--- config.mk ---
export PLATFORM = sky130hd
export DESIGN_NAME = rf_access_controller
export DESIGN_NICKNAME = d
export VERILOG_FILES = /design/src/rtl/rf_ctrl_pkg.sv /design/src/rtl/rf_instr_field_decode.sv /design/src/rtl/rf_access_controller.sv
export SDC_FILE = /design/constraint.sdc
export NUM_CORES = 1
export LEC_CHECK = 0
export CAP_MARGIN = 0
export CORE_ASPECT_RATIO = 1.2
export CORE_MARGIN = 4
export CORE_UTILIZATION = 49
export CTS_CLUSTER_SIZE = 16
export DETAILED_ROUTE_END_ITERATION = 10
export PLACE_DENSITY_LB_ADDON = 0.25
export SLEW_MARGIN = 20
export SYNTH_ARGS = -nofsm -noshare
export SYNTH_HDL_FRONTEND = slang
export SYNTH_SLANG_ARGS = --single-unit
--- constraint.sdc ---
create_clock -name Clk -period 2.9 [get_ports Clk]
set_input_delay 0.58 -clock Clk [delete_from_list [all_inputs] [get_ports Clk]]
set_output_delay 0.58 -clock Clk [all_outputs]
set_load 0.05 [all_outputs]
--- src/rtl/rf_ctrl_pkg.sv ---
// ----------------------------------------------------------------------------
// rf_ctrl_pkg
// Shared definitions for the register-file access controller: field widths,
// opcode values, FSM state encoding, write-back / ALU select codes and the
// packed bundle of registered control outputs.
//
// Optional feature macro: RF_LOADI_EN (enables opcode 6, LOADI).
// ----------------------------------------------------------------------------
package rf_ctrl_pkg;

    localparam int RF_IW  = 16;  // instruction width
    localparam int RF_AW  = 4;   // register address width
    localparam int RF_DAW = 8;   // data-memory address width

    localparam logic [3:0] OP_NOOP  = 4'd0;
    localparam logic [3:0] OP_STORE = 4'd1;
    localparam logic [3:0] OP_LOAD  = 4'd2;
    localparam logic [3:0] OP_ADD   = 4'd3;
    localparam logic [3:0] OP_SUB   = 4'd4;
    localparam logic [3:0] OP_HALT  = 4'd5;
    localparam logic [3:0] OP_LOADI = 4'd6;

    localparam logic [1:0] RF_SEL_ALU = 2'd0;
    localparam logic [1:0] RF_SEL_MEM = 2'd1;
    localparam logic [1:0] RF_SEL_IMM = 2'd2;

    localparam logic [1:0] ALU_PASS = 2'd0;
    localparam logic [1:0] ALU_ADD  = 2'd1;
    localparam logic [1:0] ALU_SUB  = 2'd2;

    typedef enum logic [2:0] {
        ST_IDLE   = 3'd0,
        ST_DECODE = 3'd1,
        ST_EXEC   = 3'd2,
        ST_STORE  = 3'd3,
        ST_LD_A   = 3'd4,
        ST_LD_B   = 3'd5,
        ST_HALT   = 3'd6,
        ST_LOADI  = 3'd7
    } rf_state_e;

    // Every control output the FSM drives, registered as one bundle.
    typedef struct packed {
        logic              ready;
        logic [RF_AW-1:0]  w_addr;
        logic              w_en;
        logic [RF_AW-1:0]  ra_addr;
        logic              ra_en;
        logic [RF_AW-1:0]  rb_addr;
        logic              rb_en;
        logic [1:0]        rf_sel;
        logic [1:0]        alu_sel;
        logic [RF_DAW-1:0] d_addr;
        logic              d_wr;
        logic              halted;
        logic              err;
    } rf_ctrl_out_t;

endpackage

--- src/rtl/rf_instr_field_decode.sv ---
// ----------------------------------------------------------------------------
// rf_instr_field_decode
// Combinational split of an instruction word into its fields plus a legality
// flag.
//
// Ports:
//   ir_i        in   16  instruction word [15:12] op, [11:8] A, [7:4] B, [3:0] D
//   op_o        out  4   opcode
//   a_o/b_o/d_o out  4   register fields
//   mem_addr_o  out  8   data-memory address {A,B}
//   legal_o     out  1   opcode is implemented in this build
//
// Optional feature macro: RF_LOADI_EN (makes opcode 6 legal).
// ----------------------------------------------------------------------------
module rf_instr_field_decode
    import rf_ctrl_pkg::*;
(
    input  logic [RF_IW-1:0]  ir_i,
    output logic [3:0]        op_o,
    output logic [RF_AW-1:0]  a_o,
    output logic [RF_AW-1:0]  b_o,
    output logic [RF_AW-1:0]  d_o,
    output logic [RF_DAW-1:0] mem_addr_o,
    output logic              legal_o
);

    assign op_o       = ir_i[15:12];
    assign a_o        = ir_i[11:8];
    assign b_o        = ir_i[7:4];
    assign d_o        = ir_i[3:0];
    assign mem_addr_o = ir_i[11:4];

    always_comb begin
        legal_o = 1'b0;
        case (op_o)
            OP_NOOP, OP_STORE, OP_LOAD, OP_ADD, OP_SUB, OP_HALT: legal_o = 1'b1;
`ifdef RF_LOADI_EN
            OP_LOADI: legal_o = 1'b1;
`endif
            default: legal_o = 1'b0;
        endcase
    end

endmodule

--- src/rtl/rf_access_controller.sv ---
// ----------------------------------------------------------------------------
// rf_access_controller
// Control FSM that accepts 16-bit instructions over a valid/ready handshake,
// decodes them and drives the register-file read/write ports, data-memory
// address/strobe, ALU select and write-back select.
//
// Handshake: an instruction transfers on a rising edge where instr_valid and
// instr_ready are both 1. instr_ready is 1 only in IDLE, so there is never a
// back-to-back accept and valid without ready is never captured.
//
// Ports:
//   Clk, Rst            clock, synchronous active-low reset
//   instr_valid/ready   instruction handshake
//   instr               [15:12] op, [11:8] A, [7:4] B, [3:0] D
//   W_addr/W_en         register write port
//   Ra_addr/Ra_en       register read port A
//   Rb_addr/Rb_en       register read port B
//   RF_sel              write-back source 0 ALU, 1 MEM, 2 IMM
//   ALU_sel             0 PASS, 1 ADD, 2 SUB
//   D_addr/D_wr         data-memory address and write strobe
//   halted              high in HALT (left only by reset)
//   err                 one-cycle pulse on an illegal opcode
//   instr_count         retired-instruction counter (wraps)
//   dbg_state           current FSM state encoding
//
// Optional feature macro: RF_LOADI_EN (opcode 6, LOADI R[D] <= {A,B}).
// ----------------------------------------------------------------------------
module rf_access_controller
    import rf_ctrl_pkg::*;
(
    input  logic              Clk,
    input  logic              Rst,
    input  logic              instr_valid,
    output logic              instr_ready,
    input  logic [RF_IW-1:0]  instr,
    output logic [RF_AW-1:0]  W_addr,
    output logic              W_en,
    output logic [RF_AW-1:0]  Ra_addr,
    output logic              Ra_en,
    output logic [RF_AW-1:0]  Rb_addr,
    output logic              Rb_en,
    output logic [1:0]        RF_sel,
    output logic [1:0]        ALU_sel,
    output logic [RF_DAW-1:0] D_addr,
    output logic              D_wr,
    output logic              halted,
    output logic              err,
    output logic [15:0]       instr_count,
    output logic [2:0]        dbg_state
);

    rf_state_e    state_q, state_d;
    logic [15:0]  ir_q, ir_d;
    logic [15:0]  count_q, count_d;
    rf_ctrl_out_t out_q, out_d;
    logic         accept;

    logic [3:0]        f_op;
    logic [RF_AW-1:0]  f_a, f_b, f_d;
    logic [RF_DAW-1:0] f_mem;
    logic              f_legal;

    // The decoder looks at the next IR. Outside IDLE the IR is not
    // reloaded, so in DECODE ir_d equals ir_q and the same fields serve the
    // transition decision and the next-state output decode.
    rf_instr_field_decode u_dec (
        .ir_i       (ir_d),
        .op_o       (f_op),
        .a_o        (f_a),
        .b_o        (f_b),
        .d_o        (f_d),
        .mem_addr_o (f_mem),
        .legal_o    (f_legal)
    );

    assign accept = instr_valid && out_q.ready;
    assign ir_d   = accept ? instr : ir_q;

    // Next state and retire counting.
    always_comb begin
        state_d = state_q;
        count_d = count_q;
        case (state_q)
            ST_IDLE: begin
                if (accept) state_d = ST_DECODE;
            end
            ST_DECODE: begin
                state_d = ST_IDLE;
                if (f_legal) begin
                    case (f_op)
                        OP_STORE: state_d = ST_STORE;
                        OP_LOAD:  state_d = ST_LD_A;
                        OP_ADD,
                        OP_SUB:   state_d = ST_EXEC;
                        OP_HALT: begin
                            state_d = ST_HALT;
                            count_d = count_q + 16'd1;
                        end
`ifdef RF_LOADI_EN
                        OP_LOADI: state_d = ST_LOADI;
`endif
                        default: begin
                            // NOOP retires straight out of DECODE
                            state_d = ST_IDLE;
                            count_d = count_q + 16'd1;
                        end
                    endcase
                end
            end
            ST_EXEC, ST_STORE, ST_LD_B, ST_LOADI: begin
                state_d = ST_IDLE;
                count_d = count_q + 16'd1;
            end
            ST_LD_A: state_d = ST_LD_B;
            ST_HALT: state_d = ST_HALT;
            default: state_d = ST_IDLE;
        endcase
    end

    // Moore decode of (next state, next IR); registered so every output is
    // a clean flop and all of them read 0 right after a reset edge.
    always_comb begin
        out_d = '0;
        case (state_d)
            ST_IDLE:   out_d.ready = 1'b1;
            ST_DECODE: out_d.err   = !f_legal;
            ST_EXEC: begin
                out_d.ra_en   = 1'b1;
                out_d.ra_addr = f_a;
                out_d.rb_en   = 1'b1;
                out_d.rb_addr = f_b;
                out_d.w_en    = 1'b1;
                out_d.w_addr  = f_d;
                out_d.rf_sel  = RF_SEL_ALU;
                out_d.alu_sel = (f_op == OP_SUB) ? ALU_SUB : ALU_ADD;
            end
            ST_STORE: begin
                // R[D] flows through the ALU in PASS mode to the memory
                out_d.ra_en   = 1'b1;
                out_d.ra_addr = f_d;
                out_d.d_addr  = f_mem;
                out_d.d_wr    = 1'b1;
                out_d.alu_sel = ALU_PASS;
            end
            ST_LD_A: out_d.d_addr = f_mem;
            ST_LD_B: begin
                // address held so the synchronous RAM output stays stable
                out_d.d_addr = f_mem;
                out_d.w_en   = 1'b1;
                out_d.w_addr = f_d;
                out_d.rf_sel = RF_SEL_MEM;
            end
            ST_LOADI: begin
                out_d.w_en   = 1'b1;
                out_d.w_addr = f_d;
                out_d.rf_sel = RF_SEL_IMM;
            end
            ST_HALT: out_d.halted = 1'b1;
            default: out_d = '0;
        endcase
    end

    always_ff @(posedge Clk) begin
        if (!Rst) begin
            state_q <= ST_IDLE;
            ir_q    <= '0;
            count_q <= '0;
            out_q   <= '0;
        end else begin
            state_q <= state_d;
            ir_q    <= ir_d;
            count_q <= count_d;
            out_q   <= out_d;
        end
    end

    assign instr_ready = out_q.ready;
    assign W_addr      = out_q.w_addr;
    assign W_en        = out_q.w_en;
    assign Ra_addr     = out_q.ra_addr;
    assign Ra_en       = out_q.ra_en;
    assign Rb_addr     = out_q.rb_addr;
    assign Rb_en       = out_q.rb_en;
    assign RF_sel      = out_q.rf_sel;
    assign ALU_sel     = out_q.alu_sel;
    assign D_addr      = out_q.d_addr;
    assign D_wr        = out_q.d_wr;
    assign halted      = out_q.halted;
    assign err         = out_q.err;
    assign instr_count = count_q;
    assign dbg_state   = state_q;

endmodule

### Word-level counts from Yosys, hierarchy flattened

Index checks and enable logic that the tools add are counted.

* bits in registers: 66
* bits in latches: 0
* bits in writable memories: 0
* ROM bits: 0
* input bits: 19
* output and inout port bits: 50
* memories: 0

* add/subtract/negate cells: 1
* multipliers: 0
* div/mod/pow operators: 0
* magnitude comparators: 0
* eq/ne operators: 21
* shift operators: 0
* mux-type cells: 17
* bitwise logic cells: 0
* reduce and logical (&&, ||, !) cells: 17

Operator list (count)
* 16-bit two-way mux: 3
* 16-bit one-hot mux with 2 select lines: 1
* 3-bit equality test, second input constant: 8
* 16-bit by 1-bit adder with 16-bit output, second input constant: 1
* 3-bit one-hot mux with 5 select lines: 1
* 3-bit by 2-bit equality test with 1-bit output, second input constant: 4
* 3-bit one-hot mux with 4 select lines: 1
* 5-bit one-hot mux with 2 select lines: 1
* 4-bit by 2-bit equality test with 1-bit output, second input constant: 2
* 4-bit by 3-bit equality test with 1-bit output, second input constant: 2
* 2-bit AND reduction: 4
* 4-bit OR reduction: 2
* 3-bit by 1-bit equality test with 1-bit output, second input constant: 2
* 3-bit logical NOT: 2
* 1-bit two-way mux: 6
* 3-bit two-way mux: 2
* 3-bit OR reduction: 2
* 6-bit OR reduction: 1
* 4-bit by 1-bit equality test with 1-bit output, second input constant: 1
* 4-bit logical NOT: 1
* 2-bit inequality test, second input constant: 2
* 2-bit one-hot mux with 2 select lines: 1
* 3-bit AND reduction: 1
* 2-bit two-way mux: 1
* 4 further kinds: 4

### Longest topological paths before layout

* depth in word-level cells: 10
* gate-level depth with buffers: 7
* gate-level depth less buffers: 6

### By module

Synthesis repeated with hierarchy kept, for this count alone.

* cells, all modules: 283
* area, all modules: 2807.7 µm²

Modules (own cells, without submodules)
* rf_access_controller: times used 1, cells each 258, area an instance 2618.8 µm², sequential area each 1321.3 µm²
* rf_instr_field_decode: times used 1, cells each 25, area an instance 188.9 µm², sequential area each 0.0 µm²

### Least setup slack after synthesis

No wires, ideal clock.

* kind: register -> register
* start: register state_q[1] (netlist: dbg_state[1])
* end: register count_q[10] (netlist: instr_count[10])
* arrival time: 2.263 ns
* data required time: 2.780 ns
* path slack: 0.518 ns
* stages on the path, launching flop included: 8
* buffers on the path: 2
* period minus slack after synthesis: 2.382 ns
* cell sequence: dfxtp_1 > buf_2 > or3b_1 > and3b_1 > and3_4 > buf_6 > or4_4 > mux2i_1

* longest elaborated chain between the ends: 4
* elaborated cells on any way between the ends: 11

Ends and longest elaborated chain
* start: declaration: RTL line rf_access_controller.sv:52 `rf_state_e state_q, state_d;`
* start signal: assignment: RTL line rf_access_controller.sv:170 `state_q <= state_d;`
* 3-bit by 2-bit equality test with 1-bit output / 3-bit equality test (equally long branches): RTL line rf_access_controller.sv:83 `case (state_q)`
* 4-bit OR reduction: RTL line rf_access_controller.sv:83
* 2-bit nonzero test (no line)
* 3-bit AND reduction (no line)
* end signal: assignment: RTL line rf_access_controller.sv:172 `count_q <= count_d;`
* end: declaration: RTL line rf_access_controller.sv:54 `logic [15:0] count_q, count_d;`

Several ways; a longest one is shown, not always the timed one.
A chain may end at the register's enable or synchronous reset.

### Final worst setup path

* start: input port instr_valid
* end: register out_q (netlist bit err)

* longest elaborated chain between the ends: 9
* elaborated cells on any way between the ends: 18

Ends and longest elaborated chain
* start: declaration: RTL line rf_access_controller.sv:33 `input logic instr_valid,`
* 1-bit logical AND (*): RTL line rf_access_controller.sv:76 `assign accept = instr_valid && out_q.ready;`
* 16-bit two-way mux: RTL line rf_access_controller.sv:77 `assign ir_d = accept ? instr : ir_q;`
* 4-bit by 3-bit equality test with 1-bit output (tied with other cells): RTL line rf_instr_field_decode.sv:35, rf_access_controller.sv:90
* 2-bit OR reduction / 6-bit OR reduction (equally long branches)
* 3-bit one-hot mux with 4 select lines / 1-bit two-way mux (equally long branches): RTL line rf_access_controller.sv:90, rf_instr_field_decode.sv:35
* 3-bit two-way mux: RTL line rf_access_controller.sv:89 `if (f_legal) begin`
* 3-bit one-hot mux with 5 select lines: RTL line rf_access_controller.sv:83
* 3-bit by 1-bit equality test with 1-bit output: RTL line rf_access_controller.sv:124 `case (state_d)`
* 2-bit AND reduction (no line)
* end signal: assignment: RTL line rf_access_controller.sv:173 `out_q <= out_d;`
* end: declaration: RTL line rf_access_controller.sv:55 `rf_ctrl_out_t out_q, out_d;`

Every way passes the cells marked *; elsewhere a longest branch is shown, timed or not.

==> impl_metrics.py <==
metrics = {
    "outcome": {
        "status": "finished, final reports clean",
    },
    "final_layout": {
        "fin_cells": 426,
        "nFillCells": 435,
        "seq_area_um2": 1320,
        "multi_input_area_um2": 1360,
        "num_antenna_cells": 0,
        "final_area_um2": 3720,
        "drive_gt1_frac": 0.118,
        "nNetsFinal": 380,
        "area_growth_pct": 33.9,
    },
    "sta": {
        "max_freq_ghz": 0.396,
        "setup_viol": 0,
        "slew-limit-headroom": 0.639,
        "period_share": 0.870,
        "slew_viol_final": 0,
        "finalHoldViolCount": 0,
        "fin_skew_ns": 0.00887,
        "finalSetupTns_ns": 0,
        "final.min_clock_period_ns": 2.52,
        "tightest_slew_ns": 0.540,
        "finalWorstSetupSlack_ns": 0.377,
        "rsz0062_at_grt": "no",
    },
    "run": {
        "maxCapViolCount": 0,
    },
    "synthesis": {
        "yosysUniqueCellTypes": 54,
        "syn_inst": 285,
        "syn-num-nets": 305,
        "synthMuxAreaShare": 0.0991,
        "yosys-top-cells-count": "66 x dfxtp_1, 27 x nand2_1, 25 x nor2_1",
        "yosysTopAreaCell": "dfxtp_1",
        "yosys-top-cells-area": "dfxtp_1 48%, mux2i_1 8.3%, nand2_1 3.6%, nor3_1 3.4%, nor2_1 3.4%",
        "synth_top_cell_area_share": 0.475,
        "synth_xor_area_frac": 0,
        "synthArstFlopShare": 0,
        "synth_compound_area_frac": 0.120,
        "synth_top_family_by_area": "simple AND/OR/NAND/NOR gates",
        "yosys.area_share.adder": 0.00450,
        "synth_edf_count": 0,
        "synthesis.area_um2": 2780,
        "synth-main-ff-cell": "dfxtp_1",
        "ys_seq_area_frac": 0.475,
        "syn_avg_cell_area_um2": 9.75,
        "yosys.area_share.simple": 0.263,
        "ys_seq_elements": 66,
        "synth_warnings": 0,
        "yosysMostFrequentCell": "dfxtp_1",
    },
    "power_and_ir_drop": {
        "seqPwrFrac": 0.489,
        "comb_power_share": 0.132,
        "powerDensity_nw_per_um2": 521,
        "swShare": 0.267,
        "vdd.ir_drop.worst_mv": 0.347,
        "power.leakage_nw": 1.47,
        "p_int_mw": 1.42,
        "p_sw_mw": 0.518,
        "clockPowerShare": 0.380,
    },
    "setup_path": {
        "r2r_start": "instr_ready",
        "critPathLaunchType": "input pin",
        "slowest_delay_ns": 0.59,
        "crit_path_end_kind": "flop",
        "crit_chain": "clkdlybuf4s50_1 -> buf_4 -> and2_0 -> nor2_1 -> o32a_1 -> nor3_1 -> nor4b_1",
        "r2r_end": "err",
        "arrival_ns": 2.74,
        "crit_type": "input pin to flop",
        "cpLargestDelayFamily": "simple AND/OR/NAND/NOR gates",
        "worstRegToRegCells": 5,
        "slowest_stage": "clkdlybuf4s50_1",
        "worst-path-buf-inv": 2,
        "regToRegSetupSlack_ns": 0.59,
        "cp.required_ns": 3.11,
        "cp_max_fo": 7,
    },
    "grt": {
        "grt_first_pass_wirelength_um": 10900,
        "grt_busiest_layer": "met2",
        "gr-total-overflow": 0,
        "use_met2": 0.324,
        "grt_max_degree": 33,
        "track_usage": 0.197,
        "antenna_found_initial": 0,
        "gr-usage-met3": 0.0609,
        "grt_pass1_vias": 2291,
        "use_met1": 0.234,
    },
    "drt": {
        "firstDrtPassIters": 4,
        "vias_per_cell": 5.47,
        "wl_um": 6660,
        "drt_first_iter_violations": 117,
        "drc": 0,
        "wl_per_cell_um": 15.6,
        "ant_nets": 0,
        "via_count": 2332,
    },
    "floorplanning": {
        "io-pin-count": 69,
        "coreArea_um2": 5410,
        "dieArea_um2": 6950,
        "initial_core_util": 0.514,
        "fp.dieW_um": 76.7,
        "die_y_um": 90.5,
        "row_count": 29,
    },
    "cts": {
        "cts-root-buf": "clkbuf_8",
        "cts_made_buffers": 9,
        "post-cts-setup-buffers": 0,
        "insertion_delay_ns": 0.35,
        "clockBufferDepth": 2,
        "cts_resized": 0,
        "clock_sinks": 66,
        "clk_pin_slew_ns": 0.07,
        "cts_tree": "done",
        "cts_max_level": 3,
        "ctsHoldBuffers": 0,
    },
    "min_path": {
        "min_from": "instr_count[15]",
        "hp-class": "flop to flop",
        "min_to": "instr_count[15]",
        "hold_path_depth": 2,
    },
    "placement": {
        "dp_slack_ns": 0.0407,
        "hpwl_um": 4770,
        "gp_congestion": 0.851,
        "port_buffers": 68,
        "place_area_um2": 3540,
        "dpl.cell_count": 411,
    },
}
==> worst register-to-register path, stage by stage, from the launching register on <==
cell	delay (ns)
dfxtp_1	0.59
and4bb_2	0.34
nor2_1	0.07
o32a_1	0.47
nor3_1	0.31
nor4b_1	0.39
==> layout make-up <==
type,count,area share
sequential,66,0.355
clock inverter,5,0.0151
timing repair buffer,78,0.203
clock buffer,10,0.0343
inverter,7,0.00706
multi-input combinational,198,0.365
tap,62,0.0208
==> layer usage <==
metal | share of wire | vias up
met5 | 0 | -
met4 | 0.019 | 0
met3 | 0.060 | 12
met2 | 0.49 | 62
met1 | 0.43 | 1088
li1 | - | 1170
==> power by group through the flow <==
stage          clock (mW)  combinational [mW]  sequential (mW)
6_report            0.737               0.256            0.948
3_3_place_gp            0               0.249            0.968
3_5_place_dp            0               0.254            0.969
5_1_grt             0.784               0.277            0.951
2_1_floorplan           0               0.142            0.997
4_1_cts             0.745               0.256            0.948
==> registers in the layout, summed over array words and instances, names as in the netlist <==
register,flops
ALU_sel,2
D_addr,8
D_wr,1
RF_sel,2
Ra_addr,4
Ra_en,1
Rb_addr,4
Rb_en,1
W_addr,4
W_en,1
dbg_state,3
err,1
halted,1
instr_count,16
instr_ready,1
ir_q,16
==> cell usage in the layout (no fill, tap or decap), types with 2 or more instances in the layout <==
cell              n
or4_1             4
inv_1             7
nor2_1           25
clkdlybuf4s50_1  68
o21ai_0           2
mux2i_1          23
o22ai_2           2
a211oi_2          2
or3_1             2
nor4_1            3
buf_4            10
clkinv_2          2
o211ai_1          3
nor3_1           19
dfxtp_1          66
a21oi_1           7
nand2_1          27
and4bb_2          2
o31ai_1           2
nor2b_1           4
or4_4             2
and2_1            3
nand2b_1         12
nor3b_1           3
nand4_1           8
nand3_1          12
a211o_1           3
mux2_2            4
clkbuf_8          9
==> worst max-delay path by stage <==
| stage | endpoint | cells after the start | start | slack [ns] |
|---|---|---|---|---|
| after floorplan | instr_count[10] | 7 | dbg_state[1] | 0.52 |
| after global placement | Ra_addr[0] | 6 | instr_valid | 0.08 |
| after detailed placement | Ra_addr[1] | 6 | instr_valid | 0.04 |
| after CTS | Ra_addr[1] | 6 | instr_valid | 0.39 |
| after global routing | err | 7 | instr_valid | 0.25 |
| final | err | 7 | instr_valid | 0.38 |
==> stage by stage <==
stage / hold slack (ns) / power [mW] / utilization
2_1_floorplan: 0.479 / 1.14 / -
3_3_place_gp: 0.462 / 1.22 / 0.654
3_5_place_dp: 0.475 / 1.22 / 0.654
4_1_cts: 0.482 / 1.95 / 0.688
5_1_grt: 0.508 / 2.01 / 0.688
6_report: 0.481 / 1.94 / 0.688
==> kinds of logic after synthesis <==
| family | count (synthesis) |
|---|---|
| buf+inv | 21 |
| other cells | 1 |
| flops | 66 |
| mux | 27 |
| fa+ha+maj | 1 |
| simple gates | 135 |
| compound gates | 34 |
No activity file was read; power rests on OpenSTA's default activity.
